`src/rtl/seven_segment_pkg.sv`:
```
// -----------------------------------------------------------------------------
// seven_segment_pkg
// Shared definitions for the seven-segment display driver:
//   - active-low segment codes, bit order a..g (bit 6 = a, bit 0 = g)
//   - FSM state enum for the conversion controller
//   - helper that sizes the BCD register for a given binary width
// -----------------------------------------------------------------------------
package seven_segment_pkg;

  localparam logic [6:0] SEG_0     = 7'b0000001;
  localparam logic [6:0] SEG_1     = 7'b1001111;
  localparam logic [6:0] SEG_2     = 7'b0010010;
  localparam logic [6:0] SEG_3     = 7'b0000110;
  localparam logic [6:0] SEG_4     = 7'b1001100;
  localparam logic [6:0] SEG_5     = 7'b0100100;
  localparam logic [6:0] SEG_6     = 7'b0100000;
  localparam logic [6:0] SEG_7     = 7'b0001111;
  localparam logic [6:0] SEG_8     = 7'b0000000;
  localparam logic [6:0] SEG_9     = 7'b0001100;
  localparam logic [6:0] SEG_MINUS = 7'b1111110;
  localparam logic [6:0] SEG_OFF   = 7'b1111111;

  typedef enum logic [1:0] {
    IDLE,
    CONVERT,
    UPDATE
  } state_t;

  // Decimal digits needed for the largest unsigned value of 'width' bits:
  // floor(width * log10(2)) + 1, with log10(2) approximated as 0.30103.
  function automatic int bcd_digits(input int width);
    return (width * 30103) / 100000 + 1;
  endfunction

endpackage

```
`src/rtl/seven_segment_encode.sv`:
```
// -----------------------------------------------------------------------------
// seven_segment_encode
// Converts one 4-bit BCD digit into an active-low segment code (a..g).
// Codes 10..15 never occur in valid BCD and map to all segments off.
// Ports:
//   bcd  in   4-bit BCD digit
//   seg  out  7-bit active-low segment pattern
// -----------------------------------------------------------------------------
module seven_segment_encode
  import seven_segment_pkg::*;
(
  input  logic [3:0] bcd,
  output logic [6:0] seg
);

  always_comb begin
    case (bcd)
      4'd0:    seg = SEG_0;
      4'd1:    seg = SEG_1;
      4'd2:    seg = SEG_2;
      4'd3:    seg = SEG_3;
      4'd4:    seg = SEG_4;
      4'd5:    seg = SEG_5;
      4'd6:    seg = SEG_6;
      4'd7:    seg = SEG_7;
      4'd8:    seg = SEG_8;
      4'd9:    seg = SEG_9;
      default: seg = SEG_OFF;
    endcase
  end

endmodule

```
`src/rtl/seven_segment_driver.sv`:
```
// -----------------------------------------------------------------------------
// seven_segment_driver
// Accepts a binary number over a valid/ready handshake, converts it to BCD
// with an iterative double-dabble (one bit per clock), and publishes the
// segment codes for all digits in parallel. A free-running scanner also
// multiplexes the digits onto one segment bus for a common-cathode/anode
// display.
// Ports:
//   clk       in   clock, all logic on the rising edge
//   reset     in   synchronous active-high reset
//   number    in   WIDTH-bit value to display (two's complement if SIGNED=1)
//   in_valid  in   number is valid
//   in_ready  out  driver is idle and will accept number
//   displays  out  DIGITS x 7 active-low segment codes, digit 0 least significant
//   done      out  one-cycle pulse when displays update
//   overflow  out  last value needed more than DIGITS digits (sign included)
//   scan_seg  out  segments of the currently scanned digit
//   scan_sel  out  active-low one-hot enable of the scanned digit
// -----------------------------------------------------------------------------
module seven_segment_driver
  import seven_segment_pkg::*;
#(
  parameter int WIDTH       = 32,
  parameter int DIGITS      = 8,
  parameter int SIGNED      = 0,
  parameter int BLANK_ZEROS = 1,
  parameter int SCAN_DIV    = 50000
) (
  input  logic                   clk,
  input  logic                   reset,
  input  logic [WIDTH-1:0]       number,
  input  logic                   in_valid,
  output logic                   in_ready,
  output logic [DIGITS-1:0][6:0] displays,
  output logic                   done,
  output logic                   overflow,
  output logic [6:0]             scan_seg,
  output logic [DIGITS-1:0]      scan_sel
);

  localparam int ND = bcd_digits(WIDTH);                // BCD digits produced
  localparam int NP = (ND > DIGITS) ? ND : DIGITS;      // padded digit count
  localparam int CW = $clog2(WIDTH + 1);
  localparam int IW = $clog2(NP + 2);                   // holds msd+2
  localparam int SW = (DIGITS > 1) ? $clog2(DIGITS) : 1;
  localparam int DW = (SCAN_DIV > 1) ? $clog2(SCAN_DIV) : 1;

  state_t            state;
  logic [WIDTH-1:0]  bin;
  logic [4*ND-1:0]   bcd;
  logic [4*ND-1:0]   bcd_adj;
  logic [4*NP-1:0]   bcd_pad;
  logic [CW-1:0]     cnt;
  logic              neg;

  logic              is_neg;
  logic [WIDTH-1:0]  mag;
  logic [IW-1:0]     msd;
  logic [IW-1:0]     used;
  logic              ovf;
  logic [DIGITS-1:0][6:0] enc;
  logic [DIGITS-1:0][6:0] next_disp;

  // ---------------------------------------------------------------------------
  // Input magnitude. Negating the most negative value yields 100..0, which is
  // the correct magnitude when read back as unsigned.
  // ---------------------------------------------------------------------------
  assign is_neg = (SIGNED != 0) && number[WIDTH-1];
  assign mag    = is_neg ? (~number + WIDTH'(1)) : number;

  // Double-dabble correction: any BCD digit >= 5 gets +3 before the shift.
  always_comb begin
    // NOTE: default assignment first so every path writes the signal and no
    // latch is inferred.
    bcd_adj = bcd;
    for (int i = 0; i < ND; i++) begin
      if (bcd[4*i +: 4] >= 4'd5) bcd_adj[4*i +: 4] = bcd[4*i +: 4] + 4'd3;
    end
  end

  // Zero-extend the BCD result so every display digit has an encoder input
  // even when the binary width yields fewer digits than the display has.
  always_comb begin
    bcd_pad          = '0;
    bcd_pad[4*ND-1:0] = bcd;
  end

  // Index of the most significant nonzero digit (0 for value 0).
  always_comb begin
    msd = '0;
    for (int i = 0; i < ND; i++) begin
      if (bcd[4*i +: 4] != 4'd0) msd = IW'(i);
    end
  end

  assign used = msd + IW'(1) + IW'(neg);
  assign ovf  = used > IW'(DIGITS);

  for (genvar g = 0; g < DIGITS; g++) begin : g_enc
    seven_segment_encode u_encode (
      .bcd (bcd_pad[4*g +: 4]),
      .seg (enc[g])
    );
  end

  // Display composition: overflow fills with minus; otherwise digits above
  // the msd are blanked (or shown as zeros) and the sign is placed either
  // just above the msd or in the top digit.
  always_comb begin
    next_disp = '1;
    for (int i = 0; i < DIGITS; i++) begin
      if (ovf) begin
        next_disp[i] = SEG_MINUS;
      end else if (BLANK_ZEROS != 0) begin
        if (IW'(i) <= msd)                        next_disp[i] = enc[i];
        else if (neg && (IW'(i) == msd + IW'(1))) next_disp[i] = SEG_MINUS;
        else                                      next_disp[i] = SEG_OFF;
      end else begin
        if (neg && (i == DIGITS - 1)) next_disp[i] = SEG_MINUS;
        else                          next_disp[i] = enc[i];
      end
    end
  end

  // ---------------------------------------------------------------------------
  // Conversion FSM. Accept at edge 0, shift at edges 1..WIDTH, publish at
  // edge WIDTH+1.
  // ---------------------------------------------------------------------------
  always_ff @(posedge clk) begin
    // NOTE: non-blocking assignments for all state so every register samples
    // pre-edge values regardless of statement order.
    if (reset) begin
      state    <= IDLE;
      in_ready <= 1'b1;
      done     <= 1'b0;
      overflow <= 1'b0;
      displays <= {DIGITS{SEG_OFF}};
      bin      <= '0;
      bcd      <= '0;
      cnt      <= '0;
      neg      <= 1'b0;
    end else begin
      done <= 1'b0;
      case (state)
        IDLE: begin
          if (in_valid && in_ready) begin
            state    <= CONVERT;
            in_ready <= 1'b0;
            bin      <= mag;
            neg      <= is_neg;
            bcd      <= '0;
            cnt      <= '0;
          end
        end
        CONVERT: begin
          {bcd, bin} <= {bcd_adj, bin} << 1;
          cnt        <= cnt + CW'(1);
          if (cnt == CW'(WIDTH - 1)) state <= UPDATE;
        end
        UPDATE: begin
          displays <= next_disp;
          overflow <= ovf;
          done     <= 1'b1;
          in_ready <= 1'b1;
          state    <= IDLE;
        end
        default: begin
          state    <= IDLE;
          in_ready <= 1'b1;
        end
      endcase
    end
  end

  // ---------------------------------------------------------------------------
  // Free-running digit scanner. scan_sel and scan_seg are both registered from
  // the same index, so they always refer to the same digit.
  // ---------------------------------------------------------------------------
  logic [SW-1:0] scan_idx;
  logic [DW-1:0] scan_div;

  always_ff @(posedge clk) begin
    if (reset) begin
      scan_idx <= '0;
      scan_div <= '0;
      scan_sel <= ~DIGITS'(1);
      scan_seg <= SEG_OFF;
    end else begin
      if (scan_div == DW'(SCAN_DIV - 1)) begin
        scan_div <= '0;
        scan_idx <= (scan_idx == SW'(DIGITS - 1)) ? '0 : scan_idx + SW'(1);
      end else begin
        scan_div <= scan_div + DW'(1);
      end
      scan_sel <= ~(DIGITS'(1) << scan_idx);
      scan_seg <= displays[scan_idx];
    end
  end

endmodule

```
`config.mk`:
```
export PLATFORM = sky130hd
export DESIGN_NAME = seven_segment_driver
export DESIGN_NICKNAME = d
export VERILOG_FILES = /design/src/rtl/seven_segment_pkg.sv /design/src/rtl/seven_segment_encode.sv /design/src/rtl/seven_segment_driver.sv
export SDC_FILE = /design/constraint.sdc
export NUM_CORES = 1
export LEC_CHECK = 0
export ABC_AREA = 1
export CAP_MARGIN = 10
export CORE_MARGIN = 4
export CORE_UTILIZATION = 50
export CTS_BUF_LIST = sky130_fd_sc_hd__clkbuf_4
export DETAILED_ROUTE_END_ITERATION = 7
export PLACE_DENSITY = 0.71
export REMOVE_ABC_BUFFERS = 1
export SYNTH_ARGS = -nofsm -noshare
export SYNTH_HDL_FRONTEND = slang
export SYNTH_SLANG_ARGS = --single-unit
```
`constraint.sdc`:
```
create_clock -name clk -period 2.5 [get_ports clk]
set_input_delay 0.25 -clock clk [delete_from_list [all_inputs] [get_ports clk]]
set_output_delay 0.25 -clock clk [all_outputs]
set_load 0.01 [all_outputs]
```
# Yosys cells after proc, flatten, opt, wreduce, memory -nomap -nowiden
# Memories as Yosys holds them, arrays and structs flattened. A register that Yosys moved wholly into a read port is not among the register bits.
# Index checks and enable logic that the tools add are counted.
[classes]
addsub = 14
magnitude_cmp = 20
n_eq_ne = 7
shifts = 1
n_mux = 66
n_bitwise = 2
n_reduce_logical = 16
[op_table]
columns = ["cell", "count"]
rows = [
  ["4-bit 2-to-1 mux", 33],
  ["7-bit 2-to-1 mux", 17],
  ["40-bit case mux with 2 select lines", 1],
  ["32-bit case mux with 2 select lines", 1],
  ["4-bit by 3-bit >= comparator with 1-bit output (second input constant)", 10],
  ["40-bit 2-to-1 mux", 1],
  ["4-bit by 2-bit adder with 4-bit output (second input constant)", 9],
  ["4-bit nonzero test", 9],
  ["32-bit 2-to-1 mux", 1],
  ["7-bit binary-select mux with 3-bit select", 1],
  ["16-bit by 1-bit adder with 16-bit output (second input constant)", 1],
  ["16-bit equality test (second input constant)", 1],
  ["3-bit by 4-bit less-or-equal comparator with 1-bit output (first input constant)", 4],
  ["6-bit case mux with 2 select lines", 1],
  ["1-bit by 4-bit less-or-equal comparator with 1-bit output (first input constant)", 2],
  ["2-bit by 4-bit less-or-equal comparator with 1-bit output (first input constant)", 2],
  ["8-bit inverter", 1],
  ["1-bit by 3-bit left shift with 8-bit output (first input constant)", 1],
  ["6-bit by 1-bit adder with 6-bit output (second input constant)", 1],
  ["6-bit by 5-bit equality test with 1-bit output (second input constant)", 1],
  ["3-bit 2-to-1 mux", 2],
  ["6-bit 2-to-1 mux", 1],
  ["2-bit AND reduction", 3],
  ["4-bit by 1-bit adder with 4-bit output (second input constant)", 1],
  ["17 further kinds", 21],
]
[word_totals]
reg_bits = 173
mem_bits_ro = 896
inputBits = 35
elab_cells = 153
n_memories = 8
[mem_list]
columns = ["name", "depth", "word_bits", "read_ports", "rd_clocked_by_memory_dff", "write_ports", "line_no", "source"]
rows = [
  ["(no name shown)", 16, 7, 1, 1, 0, "seven_segment_encode.sv:17", "case (bcd)"],
  ["(no name shown)", 16, 7, 1, 1, 0, "seven_segment_encode.sv:17", ""],
  ["(no name shown)", 16, 7, 1, 1, 0, "seven_segment_encode.sv:17", ""],
  ["(no name shown)", 16, 7, 1, 1, 0, "seven_segment_encode.sv:17", ""],
  ["(no name shown)", 16, 7, 1, 1, 0, "seven_segment_encode.sv:17", ""],
  ["(no name shown)", 16, 7, 1, 1, 0, "seven_segment_encode.sv:17", ""],
  ["+2 memories", "n/a", "n/a", "n/a", "n/a", "n/a", "n/a", ""],
]

# Logic depth before layout (Yosys ltp)
# Gate-level depths: netlist of the first run.
[depth]
depth_word = 13
ltp_mapped = 17
mapped_depth_nobuf = 17

# Hierarchy
# A second synthesis of the first run with hierarchy kept.
[unflattened]
hier_cells = 1354
hier_area_um2 = 9534.1
[by_module_without_submodules]
columns = ["mod", "instances", "cells_each", "area_each_um2", "seq_area_each_um2"]
rows = [
  ["seven_segment_driver", 1, 1074, 7997.7, 3463.3],
  ["seven_segment_encode (g_enc[0].u_encode ...)", 7, 35, 192.7, 0.0],
  ["seven_segment_encode (g_enc[1].u_encode)", 1, 35, 187.7, 0.0],
]

# Worst setup path after synthesis of the first run
# Ideal clock, no wire load.
[synth_timing]
path_kind = "register to register"
startpoint = "reg bcd[16]"
endpoint = "reg g_enc[4].u_encode.seg[3] (netlist name)"
setup_time_ps = 60
arrival_time_ps = 1871
t_required_ps = 2440
slack_ps = 570
path_stages_with_launch = 12
path_buffers = 0
synth_period_minus_slack_ps = 1930
cell_sequence = "dfxtp_1 -> inv_1 -> ha_1 -> a21oi_1 -> or2_2 -> nand3_1 -> o21ai_1 -> inv_1 -> ha_1 -> o21ai_1 -> nand2_1 -> nand2_1"
[synth_via]
elab_chain_len = 5
[synth_rtl]
columns = ["item", "line_no", "source"]
rows = [
  ["from (decl)", "seven_segment_driver.sv:50", "logic [4*ND-1:0] bcd;"],
  ["from (signal assigned)", "seven_segment_driver.sv:156", "{bcd, bin} <= {bcd_adj, bin} << 1;"],
  ["4-bit by 2-bit adder with 4-bit output / 4-bit by 3-bit >= comparator with 1-bit output (equally long branches)", "seven_segment_driver.sv:77", "if (bcd[4*i +: 4] >= 4'd5) bcd_adj[4*i +: 4] = bcd[4*i +: 4] + 4'd3;"],
  ["4-bit 2-to-1 mux", "seven_segment_driver.sv:77", ""],
  ["40-bit case mux with 2 select lines", "seven_segment_driver.sv:144", "case (state)"],
  ["4-bit 2-to-1 mux (no source line) (*) (2 in a row)", "n/a", ""],
]
# Every way passes the cells marked *; elsewhere a longest branch is shown, timed or not.
# A chain may end at the register's enable or synchronous reset.

# Worst setup path after layout of the first run
[layout_timing]
startpoint = "reg bcd[16]"
endpoint = "reg g_enc[4].u_encode.seg[3] (netlist name)"
[layout_via]
elab_chain_len = 5
[layout_rtl]
columns = ["item", "line_no"]
rows = [
  ["4-bit by 2-bit adder with 4-bit output / 4-bit by 3-bit >= comparator with 1-bit output (equally long branches)", "seven_segment_driver.sv:77"],
  ["4-bit 2-to-1 mux", "seven_segment_driver.sv:77"],
  ["40-bit case mux with 2 select lines", "seven_segment_driver.sv:144"],
  ["4-bit 2-to-1 mux (no source line) (*) (2 in a row)", "n/a"],
]
# Marks and branches as above.

==> metrics.txt, run 1 <==
# TYPE chip_impl_metric gauge
chip_impl_metric{name="layout_worst_path_cycle_share",unit=""} 0.899
chip_impl_metric{name="min_period",unit="ps"} 2250
chip_impl_metric{name="fin_tns_setup",unit="ps"} 0
chip_impl_metric{name="critical_path_data_arrival_time",unit="ps"} 2880
chip_impl_metric{name="post_synth_num_cell_types",unit=""} 46
chip_impl_metric{name="cellPowerDensity",unit="mW/mm^2"} 564
chip_impl_metric{name="net_count_reported_at_finish",unit=""} 1694
chip_impl_info{name="grt_setup_unrepaired",value="no"} 1
chip_impl_metric{name="ios",unit=""} 109
chip_impl_info{name="clock_tree.root_cell",value="clkbuf_4"} 1
chip_impl_metric{name="antenna_found_initial",unit=""} 1
chip_impl_metric{name="cts_htree_levels",unit=""} 2
chip_impl_metric{name="core_area",unit="mm^2"} 0.0211
chip_impl_metric{name="gp_congestion",unit=""} 0.853
chip_impl_metric{name="fp.dieW",unit="um"} 155
chip_impl_metric{name="drt-vias-per-instance",unit=""} 5.14
chip_impl_metric{name="grt_max_degree",unit=""} 72
chip_impl_info{name="dominantRegCellSynth",value="dfxtp_1"} 1
chip_impl_metric{name="post-cts-setup-buffers",unit=""} 0
chip_impl_info{name="synthTopCellsByCount",value="nand2_1 (407), dfxtp_1 (229), inv_1 (135)"} 1
chip_impl_metric{name="async_reset_ff_frac",unit=""} 0
chip_impl_metric{name="placedCellCount",unit=""} 1797
chip_impl_metric{name="final_util",unit=""} 0.613
chip_impl_info{name="ys_top_cells_by_area",value="dfxtp_1 (43%), nand2_1 (14%), ha_1 (8.8%)"} 1
chip_impl_metric{name="drt_iter0_markers",unit=""} 681
chip_impl_metric{name="final_hold_viols",unit=""} 0
chip_impl_metric{name="fp-row-count",unit=""} 53
chip_impl_metric{name="synth.yosys.warnings",unit=""} 0
chip_impl_metric{name="cts.path.max_buffers",unit=""} 3
chip_impl_info{name="min-delay-path-class",value="in2reg"} 1
chip_impl_metric{name="synth_enable_flop_cells",unit=""} 0
chip_impl_info{name="result_of_the_run",value="finished clean"} 1
chip_impl_metric{name="die-area",unit="mm^2"} 0.0240
chip_impl_metric{name="total_of_flip_flops_plus_latches_after_synthesis",unit=""} 229
chip_impl_info{name="yosysMostFrequentCell",value="nand2_1"} 1
chip_impl_metric{name="placement.setup.worst_slack",unit="ps"} 134
chip_impl_metric{name="maxSlewHeadroom",unit=""} 0.611
chip_impl_metric{name="drv_slew",unit=""} 0
chip_impl_info{name="startpoint",value="bcd[16]$_SDFFE_PP0P_"} 1
chip_impl_metric{name="fin_skew",unit="ps"} 66.8
chip_impl_metric{name="synth_seq_area_share",unit=""} 0.426
chip_impl_metric{name="r2r_slack",unit="ps"} 250
chip_impl_metric{name="global_route_wire_length_before_repair",unit="um"} 44000
chip_impl_metric{name="post_drt_antenna_nets",unit=""} 0
chip_impl_metric{name="hold-worst-slack",unit="ps"} 131
chip_impl_metric{name="synth_largest_type_area_fraction",unit=""} 0.426
chip_impl_metric{name="vdd_drop_max",unit="V"} 0.000380
chip_impl_metric{name="finalWirelength",unit="um"} 26400
chip_impl_metric{name="syn_area_per_cell",unit="um^2"} 7.47
chip_impl_metric{name="worst_slew_pin_slew",unit="ps"} 584
chip_impl_metric{name="vias_in_the_first_global_route",unit=""} 9179
chip_impl_metric{name="max_cap_viol_count",unit=""} 0
chip_impl_metric{name="postLayoutSetupSlackWorst",unit="ps"} 254
chip_impl_info{name="hold_path_startpoint",value="number[0]"} 1
chip_impl_info{name="tritoncts",value="yes"} 1
chip_impl_metric{name="die_y",unit="um"} 155
chip_impl_metric{name="cts_made_buffers",unit=""} 58
chip_impl_metric{name="synthCells",unit=""} 1441
chip_impl_metric{name="clock-sinks",unit=""} 229
chip_impl_metric{name="dpl-instance-area",unit="mm^2"} 0.0122
chip_impl_metric{name="initial_utilization",unit=""} 0.511
chip_impl_metric{name="groute.usage.overall",unit=""} 0.217
chip_impl_metric{name="timing.fmax",unit="MHz"} 445
chip_impl_metric{name="route.detailed.wl_per_inst",unit="um"} 13.9
chip_impl_info{name="endpoint_kind",value="flop"} 1
chip_impl_metric{name="detailedPlacementHpwl",unit="um"} 18800
chip_impl_metric{name="setup_violations",unit=""} 0
chip_impl_metric{name="area_growth_syn_to_layout",unit="%"} 20.0
chip_impl_info{name="cell_accounting_for_the_most_synthesized_area",value="dfxtp_1"} 1
chip_impl_metric{name="required",unit="ps"} 3130
chip_impl_info{name="worstSetupStartpointType",value="flop"} 1
chip_impl_metric{name="syn-cell-area",unit="mm^2"} 0.0108
chip_impl_metric{name="firstDrtPassIters",unit=""} 7
chip_impl_metric{name="instances_no_fill",unit=""} 1902
chip_impl_metric{name="crit_path_max_fanout",unit=""} 5
chip_impl_metric{name="total_power",unit="mW"} 7.29
chip_impl_info{name="critical_path.reg2reg.startpoint",value="bcd[16]$_SDFFE_PP0P_"} 1
chip_impl_metric{name="clock_insertion_delay_worst_skew",unit="ps"} 700
chip_impl_metric{name="vias_after_detailed_routing",unit=""} 9780
chip_impl_metric{name="portbufs",unit=""} 108
chip_impl_metric{name="worst_setup_hold_path_clk_slew",unit="ps"} 70
chip_impl_metric{name="drive_gt1_frac",unit=""} 0.112
chip_impl_info{name="setup.worst_path.class",value="reg2reg"} 1
chip_impl_metric{name="cellLeakagePower",unit="nW"} 5.61
chip_impl_metric{name="detail_route.drc_violations",unit=""} 0
chip_impl_metric{name="final_area",unit="mm^2"} 0.0129
chip_impl_metric{name="grt_remaining_overflow",unit=""} 0
cell usage in the layout (no fill, tap or decap), types with 2 or more instances in the layout:
cell type and instances:
nor2_2 2, o22ai_2 2, inv_1 133, nand2_1 407
xor2_1 6, nand3_1 47, o221ai_1 6, a31oi_1 16
o22ai_1 33, o21ai_2 12, or2_2 15, a21oi_1 78
nor2_1 87, inv_2 20, a211oi_1 3, o211ai_1 6
ha_1 76, clkinv_1 16, nand2_2 6, buf_12 2
o31ai_1 2, clkbuf_4 80, nor2_4 4, nand4_1 11
xnor2_1 3, o21ai_1 28, dfxtp_1 229, buf_4 24
clkinv_2 5, o21ai_0 113, o32ai_1 3, nor3_1 9
a32oi_1 5, a221oi_1 2, a31o_2 2, clkdlybuf4s50_1 107
a22oi_1 12
path summary, 6_finish.rpt:
check,endpoint,cells after the start
max,g_enc[4].u_encode.seg[3]$_DFF_P_,11
min,bin[0]$_SDFFE_PP0P_,3
max reg2reg,g_enc[4].u_encode.seg[3]$_DFF_P_,11
min reg2reg,displays[15]$_SDFFE_PP1P_,2
critical path, cell delays in order, from the launching register on:
cell and delay [ps]:
dfxtp_1 380, inv_1 110, ha_1 250, a21oi_1 330, or2_2 170, nand3_1 90, o21ai_1 170, inv_1 140
ha_1 330, o21ai_1 140, nand2_1 60, nand2_1 50
flip-flops by register name, indices dropped and copies added (netlist names), 3 cells and up:
| name | flops |
|---|---|
| bcd | 40 |
| bin | 32 |
| cnt | 6 |
| displays | 56 |
| g_enc.u_encode.seg | 56 |
| scan_div | 16 |
| scan_idx | 3 |
| scan_seg | 7 |
| scan_sel | 8 |
report_power, final:
group / switching [mW] / internal (mW)
Sequential: 0.0352 / 3.71
Clock: 1.51 / 1.59
Combinational: 0.285 / 0.161
Total: 1.83 / 5.47
repair_timing:
item	4_1_cts	5_1_grt
resized for setup	0	2
setup endpoints to repair	0	4
hold buffers	1	0
endpoints found under the hold margin	4	0
final cells by class:
class	count	area [um^2]
multi-input cells	1005	5380
fillers	1948	8160
clock inverters	23	129
flip-flops and latches	229	4580
inverters	154	578
repair buffers	135	1310
diodes	1	2.50
well taps	275	344
clock buffers	80	601
kinds of logic after synthesis:
family                   after synthesis  synth area share
buffers and inverters                207            0.0755
adder cells (fa/ha/maj)               76            0.0883
XOR/XNOR                               9           0.00732
AND/OR/NAND/NOR                      592             0.225
AO/OA/AOI/OAI                        328             0.178
flip-flops                           229             0.426
routing by layer:
layer,share of wire,global-route usage,up-vias
met3,0.061,0.0425,38
met4,0.014,0.0610,0
li1,-,-,5062
met1,0.48,0.301,4352
met5,0,0,-
met2,0.44,0.348,328
No activity file was read; power rests on OpenSTA's default activity.
==> run 2: changes to the inputs <==
Settings changed: SKIP_LAST_GASP set to 1.
==> results of run 2 <==
Same layout as run 1: the final DEF is identical, and so are final timing and power.
==> run 3: changes to the inputs <==
Settings changed: CAP_MARGIN 10 to 20, CORE_ASPECT_RATIO set to 2.
==> run 3 against run 2 <==
Net effect: final area down 0.18%; worst hold slack gained 33 ps; clock-buffer cell count fell by 2; combinational power grew 7.8%; total power fell by 1.5%; critical path type unchanged; largest cell class unchanged; largest power group unchanged.
==> metrics.txt, run 3 (synthesis gave the netlist of run 1 again) <==
# TYPE chip_impl_metric gauge
chip_impl_metric{name="grt_max_degree",unit=""} 54
chip_impl_metric{name="detail_route.drc_violations",unit=""} 0
chip_impl_info{name="result_of_the_run",value="finished clean"} 1
chip_impl_info{name="endpoint_kind",value="flop"} 1
chip_impl_metric{name="logic_pwr_share",unit=""} 0.067
chip_impl_metric{name="cts_htree_levels",unit=""} 2
chip_impl_metric{name="timing.fmax",unit="MHz"} 446
chip_impl_metric{name="hold-worst-slack",unit="ps"} 165
chip_impl_info{name="min-delay-path-class",value="in2reg"} 1
chip_impl_metric{name="vias_after_detailed_routing",unit=""} 9791
chip_impl_metric{name="fp.dieW",unit="um"} 112
chip_impl_metric{name="share_seq_of_total_power",unit=""} 0.522
chip_impl_metric{name="clock_insertion_delay_worst_skew",unit="ps"} 660
chip_impl_metric{name="grt_remaining_overflow",unit=""} 0
chip_impl_metric{name="gp_congestion",unit=""} 0.891
chip_impl_metric{name="instances_no_fill",unit=""} 1885
chip_impl_metric{name="crit_path_max_fanout",unit=""} 6
chip_impl_metric{name="portbufs",unit=""} 108
chip_impl_metric{name="ios",unit=""} 109
chip_impl_info{name="tritoncts",value="yes"} 1
chip_impl_metric{name="die_y",unit="um"} 216
chip_impl_metric{name="setup_violations",unit=""} 0
chip_impl_metric{name="maxSlewHeadroom",unit=""} 0.620
chip_impl_info{name="setup.worst_path.class",value="reg2reg"} 1
chip_impl_info{name="crit_path_cells",value="inv_2, nand2_2, nor2_1, inv_1, a21oi_1, o21ai_0, o21ai_1, inv_1, ha_1, o21ai_1, nand2_1, nand2_1"} 1
chip_impl_metric{name="placedCellCount",unit=""} 1792
chip_impl_metric{name="total_power",unit="mW"} 7.18
chip_impl_metric{name="die-area",unit="mm^2"} 0.0241
chip_impl_metric{name="post-cts-setup-buffers",unit=""} 0
chip_impl_metric{name="drt_iter0_markers",unit=""} 485
chip_impl_metric{name="route.detailed.wl_per_inst",unit="um"} 14.4
chip_impl_metric{name="placement.setup.worst_slack",unit="ps"} 185
chip_impl_info{name="most-common-layout-cells",value="nand2_1 (407), dfxtp_1 (229), inv_1 (135), o21ai_0 (113), clkdlybuf4s50_1 (107)"} 1
chip_impl_metric{name="max_cap_viol_count",unit=""} 0
chip_impl_metric{name="drv_slew",unit=""} 0
chip_impl_metric{name="drive_gt1_frac",unit=""} 0.109
chip_impl_metric{name="finalWirelength",unit="um"} 27200
chip_impl_metric{name="antenna_found_initial",unit=""} 1
chip_impl_metric{name="area_growth_syn_to_layout",unit="%"} 19.8
chip_impl_metric{name="required",unit="ps"} 3080
chip_impl_info{name="grt_setup_unrepaired",value="no"} 1
chip_impl_metric{name="net_count_reported_at_finish",unit=""} 1688
chip_impl_metric{name="vias_in_the_first_global_route",unit=""} 9583
chip_impl_metric{name="min_period",unit="ps"} 2240
chip_impl_metric{name="cellLeakagePower",unit="nW"} 5.60
chip_impl_metric{name="detailedPlacementHpwl",unit="um"} 20300
chip_impl_metric{name="cts_made_buffers",unit=""} 51
chip_impl_metric{name="intPower",unit="mW"} 5.42
chip_impl_metric{name="postLayoutSetupSlackWorst",unit="ps"} 258
chip_impl_metric{name="power_switching",unit="mW"} 1.77
chip_impl_info{name="worstSetupStartpointType",value="flop"} 1
chip_impl_metric{name="firstDrtPassIters",unit=""} 5
chip_impl_metric{name="final_hold_viols",unit=""} 0
chip_impl_metric{name="layout_worst_path_cycle_share",unit=""} 0.897
chip_impl_metric{name="cellPowerDensity",unit="mW/mm^2"} 557
chip_impl_info{name="mostFrequentLayoutCell",value="nand2_1"} 1
chip_impl_metric{name="drt-vias-per-instance",unit=""} 5.19
chip_impl_metric{name="critical_path_data_arrival_time",unit="ps"} 2820
chip_impl_metric{name="fin_skew",unit="ps"} 44.4
chip_impl_metric{name="initial_utilization",unit=""} 0.510
chip_impl_info{name="clock_tree.root_cell",value="clkbuf_4"} 1
chip_impl_info{name="timing.critical_path.slowest_stage_cell",value="dfxtp_1"} 1
chip_impl_metric{name="cts.path.max_buffers",unit=""} 3
chip_impl_metric{name="p_clk_frac",unit=""} 0.411
chip_impl_metric{name="groute.usage.overall",unit=""} 0.224
chip_impl_metric{name="cpPeakStageDelay",unit="ps"} 340
chip_impl_metric{name="fp-row-count",unit=""} 75
chip_impl_metric{name="post_drt_antenna_nets",unit=""} 0
chip_impl_metric{name="clock-sinks",unit=""} 229
chip_impl_metric{name="worst_slew_pin_slew",unit="ps"} 570
chip_impl_metric{name="core_area",unit="mm^2"} 0.0211
chip_impl_metric{name="vdd_drop_max",unit="V"} 0.000348
chip_impl_metric{name="p_sw_frac",unit=""} 0.246
chip_impl_metric{name="worst_setup_hold_path_clk_slew",unit="ps"} 80
chip_impl_metric{name="global_route_wire_length_before_repair",unit="um"} 44900
## run 3: cell types whose count changed in the layout (fill, tap and decap cells not counted), moves of 2 or more
cell	delta
buf_12	+3
buf_4	-2
inv_1	+2
clkinv_1	-5
clkinv_2	-4
clkbuf_4	-2
## run 3: power by group through the flow
| stage | clock network (mW) | logic, mW | registers, mW |
|---|---|---|---|
| after floorplan | 0 | 0.229 | 3.82 |
| after global placement | 0 | 0.477 | 3.83 |
| after detailed placement | 0 | 0.484 | 3.83 |
| after CTS | 3.04 | 0.487 | 3.75 |
| after global routing | 3.22 | 0.527 | 3.76 |
| final | 2.95 | 0.481 | 3.75 |
## run 3: routing by layer
metal,vias up,GRT usage,part of all wire
met3,91,0.0336,0.044
met4,0,0.151,0.062
met5,-,0,0
met1,4376,0.225,0.37
met2,284,0.415,0.52
li1,5040,-,-
## run 3: cell type report
type	instances	area (um^2)
fillers	1991	8210
well taps	269	337
diodes	1	2.50
clock inverters	13	76.3
multi-input cells	1005	5390
flip-flops and latches	229	4580
clock buffers	78	586
inverters	154	578
repair buffers	136	1350
## run 3: what timing repair did
action / in CTS / in global routing
hold buffers: 1 / 0
gates resized for setup: 0 / 2
endpoints found under the setup margin: 0 / 2
hold endpoints to repair: 1 / 0
## run 3: final timing paths
kind	startpoint	to	slack (ps)	depth (start not counted)
hold reg to reg	g_enc[0].u_encode.seg[0]$_DFF_P_	displays[0]$_SDFFE_PP1P_	450	1
setup reg to reg	state[1]$_SDFFE_PP0P_	g_enc[3].u_encode.seg[3]$_DFF_P_	260	12
setup / recovery	state[1]$_SDFFE_PP0P_	g_enc[3].u_encode.seg[3]$_DFF_P_	260	12
hold / removal	number[26]	bin[26]$_SDFFE_PP0P_	160	3
## run 3: per-stage QoR
step	setup TNS (ps)	area [um^2]	utilization
6_report	0	12900	0.611
5_1_grt	0	12900	0.611
4_1_cts	0	12900	0.611
3_5_place_dp	0	12200	0.579
3_3_place_gp	0	12200	0.579
2_1_floorplan	-97920	10500	-
## run 3: critical path, delay by kind of cell, from the launching register on
family | cells | cell delay (ps)
DFF | 1 | 340
buffers and inverters | 3 | 450
AOI/OAI and AO/OA | 4 | 570
and+or+nand+nor | 4 | 480
adders and majority gates | 1 | 310
==> patch: new RTL, flow settings as in run 2 <==
The output `scan_seg` loses its register stage (`scan_seg` becomes a continuous assignment). Comments in the files are not updated.
--- a/src/rtl/seven_segment_driver.sv
+++ b/src/rtl/seven_segment_driver.sv
@@ -184,7 +184,6 @@
       scan_idx <= '0;
       scan_div <= '0;
       scan_sel <= ~DIGITS'(1);
-      scan_seg <= SEG_OFF;
     end else begin
       if (scan_div == DW'(SCAN_DIV - 1)) begin
         scan_div <= '0;
@@ -193,9 +192,10 @@
         scan_div <= scan_div + DW'(1);
       end
       scan_sel <= ~(DIGITS'(1) << scan_idx);
-      scan_seg <= displays[scan_idx];
-    end
-  end
+    end
+  end
+
+  assign scan_seg = displays[scan_idx];
 
 endmodule
 
Formal check against the unedited RTL: no difference found for any inputs over 4 cycles, from zero or initial values and one cycle with reset high; that may be too few to reach the edited logic, so the function may still have changed.
==> patch against run 2 <==
Via count rose by 1.8%. Wire length rose by 4.1%. Final cell count rose by 1.4%. Synthesized cell count rose by 1.5%. Die area fell by 0.15%. Setup slack got worse by 190 ps. Cell area rose by 0.41%. Non-clock buffer count rose by 7. Area after synthesis fell by 0.15%. Sequential cell count fell by 7. Total power fell by 3.4%. Sequential share of layout area fell by 1.2 points. Sequential power fell by 3%. Critical path type is now reg2out. Critical endpoint is now scan_seg[6].
==> patch: results (changes against run 2) <==
power_and_ir_drop:
  p_leak_nw: 5.856  # was 5.613 nW
  vdd_drop_max_v: 0.0004052  # was 0.0003804 V
global_routing:
  antenna_found_initial: 1  # unchanged
  grt_pass1_wl_um: 44970  # was 43980 µm
  grt_use_total_pct: 22.76  # was 21.72%
  grt_pass1_vias: 9324  # was 9179
  grt_max_degree: 58  # was 72
drt:
  drt_first_pass_iters: 7  # unchanged
  vias_per_cell: 5.163  # was 5.142
  first_iter_violations: 628  # was 681
  wirelength_um: 27490  # was 26400 µm
yosys:
  yosysSeqAreaShare_pct: 41.33  # was 42.57%
  synth-compound-area-share_pct: 16.37  # was 17.79%
  synth.area.mux_share_pct: 0  # unchanged
  synth_async_sr_flop_share_pct: 0  # unchanged
  synth_common_cells: "nand2_1 (423), dfxtp_1 (222), inv_1 (128), nor2_1 (119), o21ai_0 (98)"  # was nand2_1 (407), dfxtp_1 (229), inv_1 (135), o21ai_0 (113), nor2_1 (88)
  synth_xor_area_share_pct: 0.9774  # was 0.7320%
  synth_cells: 1462  # was 1441
  yosysUniqueCellTypes: 47  # was 46
  synthAdderAreaFrac_pct: 8.960  # was 8.830%
  yosys_warnings: 0  # unchanged
  synthTopCellsByArea: "dfxtp_1 (41%), nand2_1 (15%), ha_1 (9.0%)"  # was dfxtp_1 (43%), nand2_1 (14%), ha_1 (8.8%)
  ys.flop_type: "dfxtp_1"  # unchanged
setup_path:
  cp_top_family: "buffers and inverters"  # was compound AO/OA/AOI/OAI gates
  worst_path_largest_cell_delay_ps: 370
  worst_ep_arrival_time_ps: 2190  # was 2880 ps
  crit_slowest_cell: "dfxtp_2"  # was dfxtp_1
  worstPathMaxFanout: 29  # was 5
layout:
  fin_area_um2: 12980  # was 12920 µm²
  fin_nets: 1724  # was 1694
  drive_above_1_share_pct: 12.11  # was 11.19%
  fin_cells: 1928  # was 1902
  fillers: 1984  # was 1948
cts:
  clk_latency_ps: 680  # was 700 ps
  clockBufferDepth: 3  # unchanged
  cts.clk_slew.worst_paths_ps: 60
  cts-root-buf: "clkbuf_4"  # unchanged
  htree_levels: 2  # unchanged
  cts_buffers: 57  # was 58
min_path:
  worstHoldPathType: "in2reg"  # unchanged
timing:
  worst_pin_slew_ps: 548.6  # was 584.2 ps
  fin_worst_skew_ps: 43.69  # was 66.85 ps
placement:
  place_hpwl_um: 20020  # was 18790 µm
  place_area_um2: 12230  # was 12180 µm²
  dpl_worst_slack_ps: 228.8  # was 133.9 ps
  gp_congestion: 0.8806  # was 0.8532
  io_buffer_count: 108  # unchanged
  dp_cells: 1824  # was 1797
status:
  status: "completed"  # unchanged
==> patch: cell count changes after synthesis, moves of 8 or more <==
cell | before | now
a21oi_1 | 78 | 70
inv_2 | 18 | 27
nand2_1 | 407 | 423
nor2_1 | 88 | 119
nor2_2 | 2 | 10
o21ai_0 | 113 | 98
o21ai_2 | 12 | 3
or2_2 | 15 | 3
==> patch: metal layers <==
metal,share of wire (%),wire (µm),vias up,track usage [%]
li1,-,-,5091,-
met1,44,12000,4523,29.17
met2,48,13250,300,39.46
met3,6.4,1753,40,3.861
met4,1.8,489,0,6.644
met5,0,0,-,0
==> patch: power breakdown <==
part	switching [mW]	leakage (nW)	internal, mW
Sequential	0.0402	1.80	3.61
Combinational	0.310	3.66	0.184
Clock	1.44	0.402	1.47
==> patch: final cells by class <==
cell class / instances / area share (%)
multi-input combinational: 1033 / 42.45
sequential: 222 / 34.27
timing repair buffer: 142 / 10.80
clock buffer: 80 / 4.628
inverter: 156 / 4.551
tap: 275 / 2.652
clock inverter: 19 / 0.6364
antenna: 1 / 0.01928
==> patch: final timing paths <==
| kind | to | slack [ps] | from | cells past startpoint |
|---|---|---|---|---|
| worst max-delay path | scan_seg[6] | 60 | scan_idx[0] | 6 |
| worst min-delay path | bin[0] | 140 | number[0] | 3 |
| worst max register to register | g_enc[7].u_encode.seg[0] | 250 | bcd[28] | 16 |
| worst min register to register | displays[7] | 430 | g_enc[1].u_encode.seg[0] | 2 |
==> patch: timing repair <==
item | CTS | global route
hold buffers | 1 | 0
setup buffers | 0 | 3
endpoints found under the setup margin | 7 | 6
endpoints found under the hold margin | 1 | 0
pin swaps | 0 | 1
resized for setup | 13 | 7
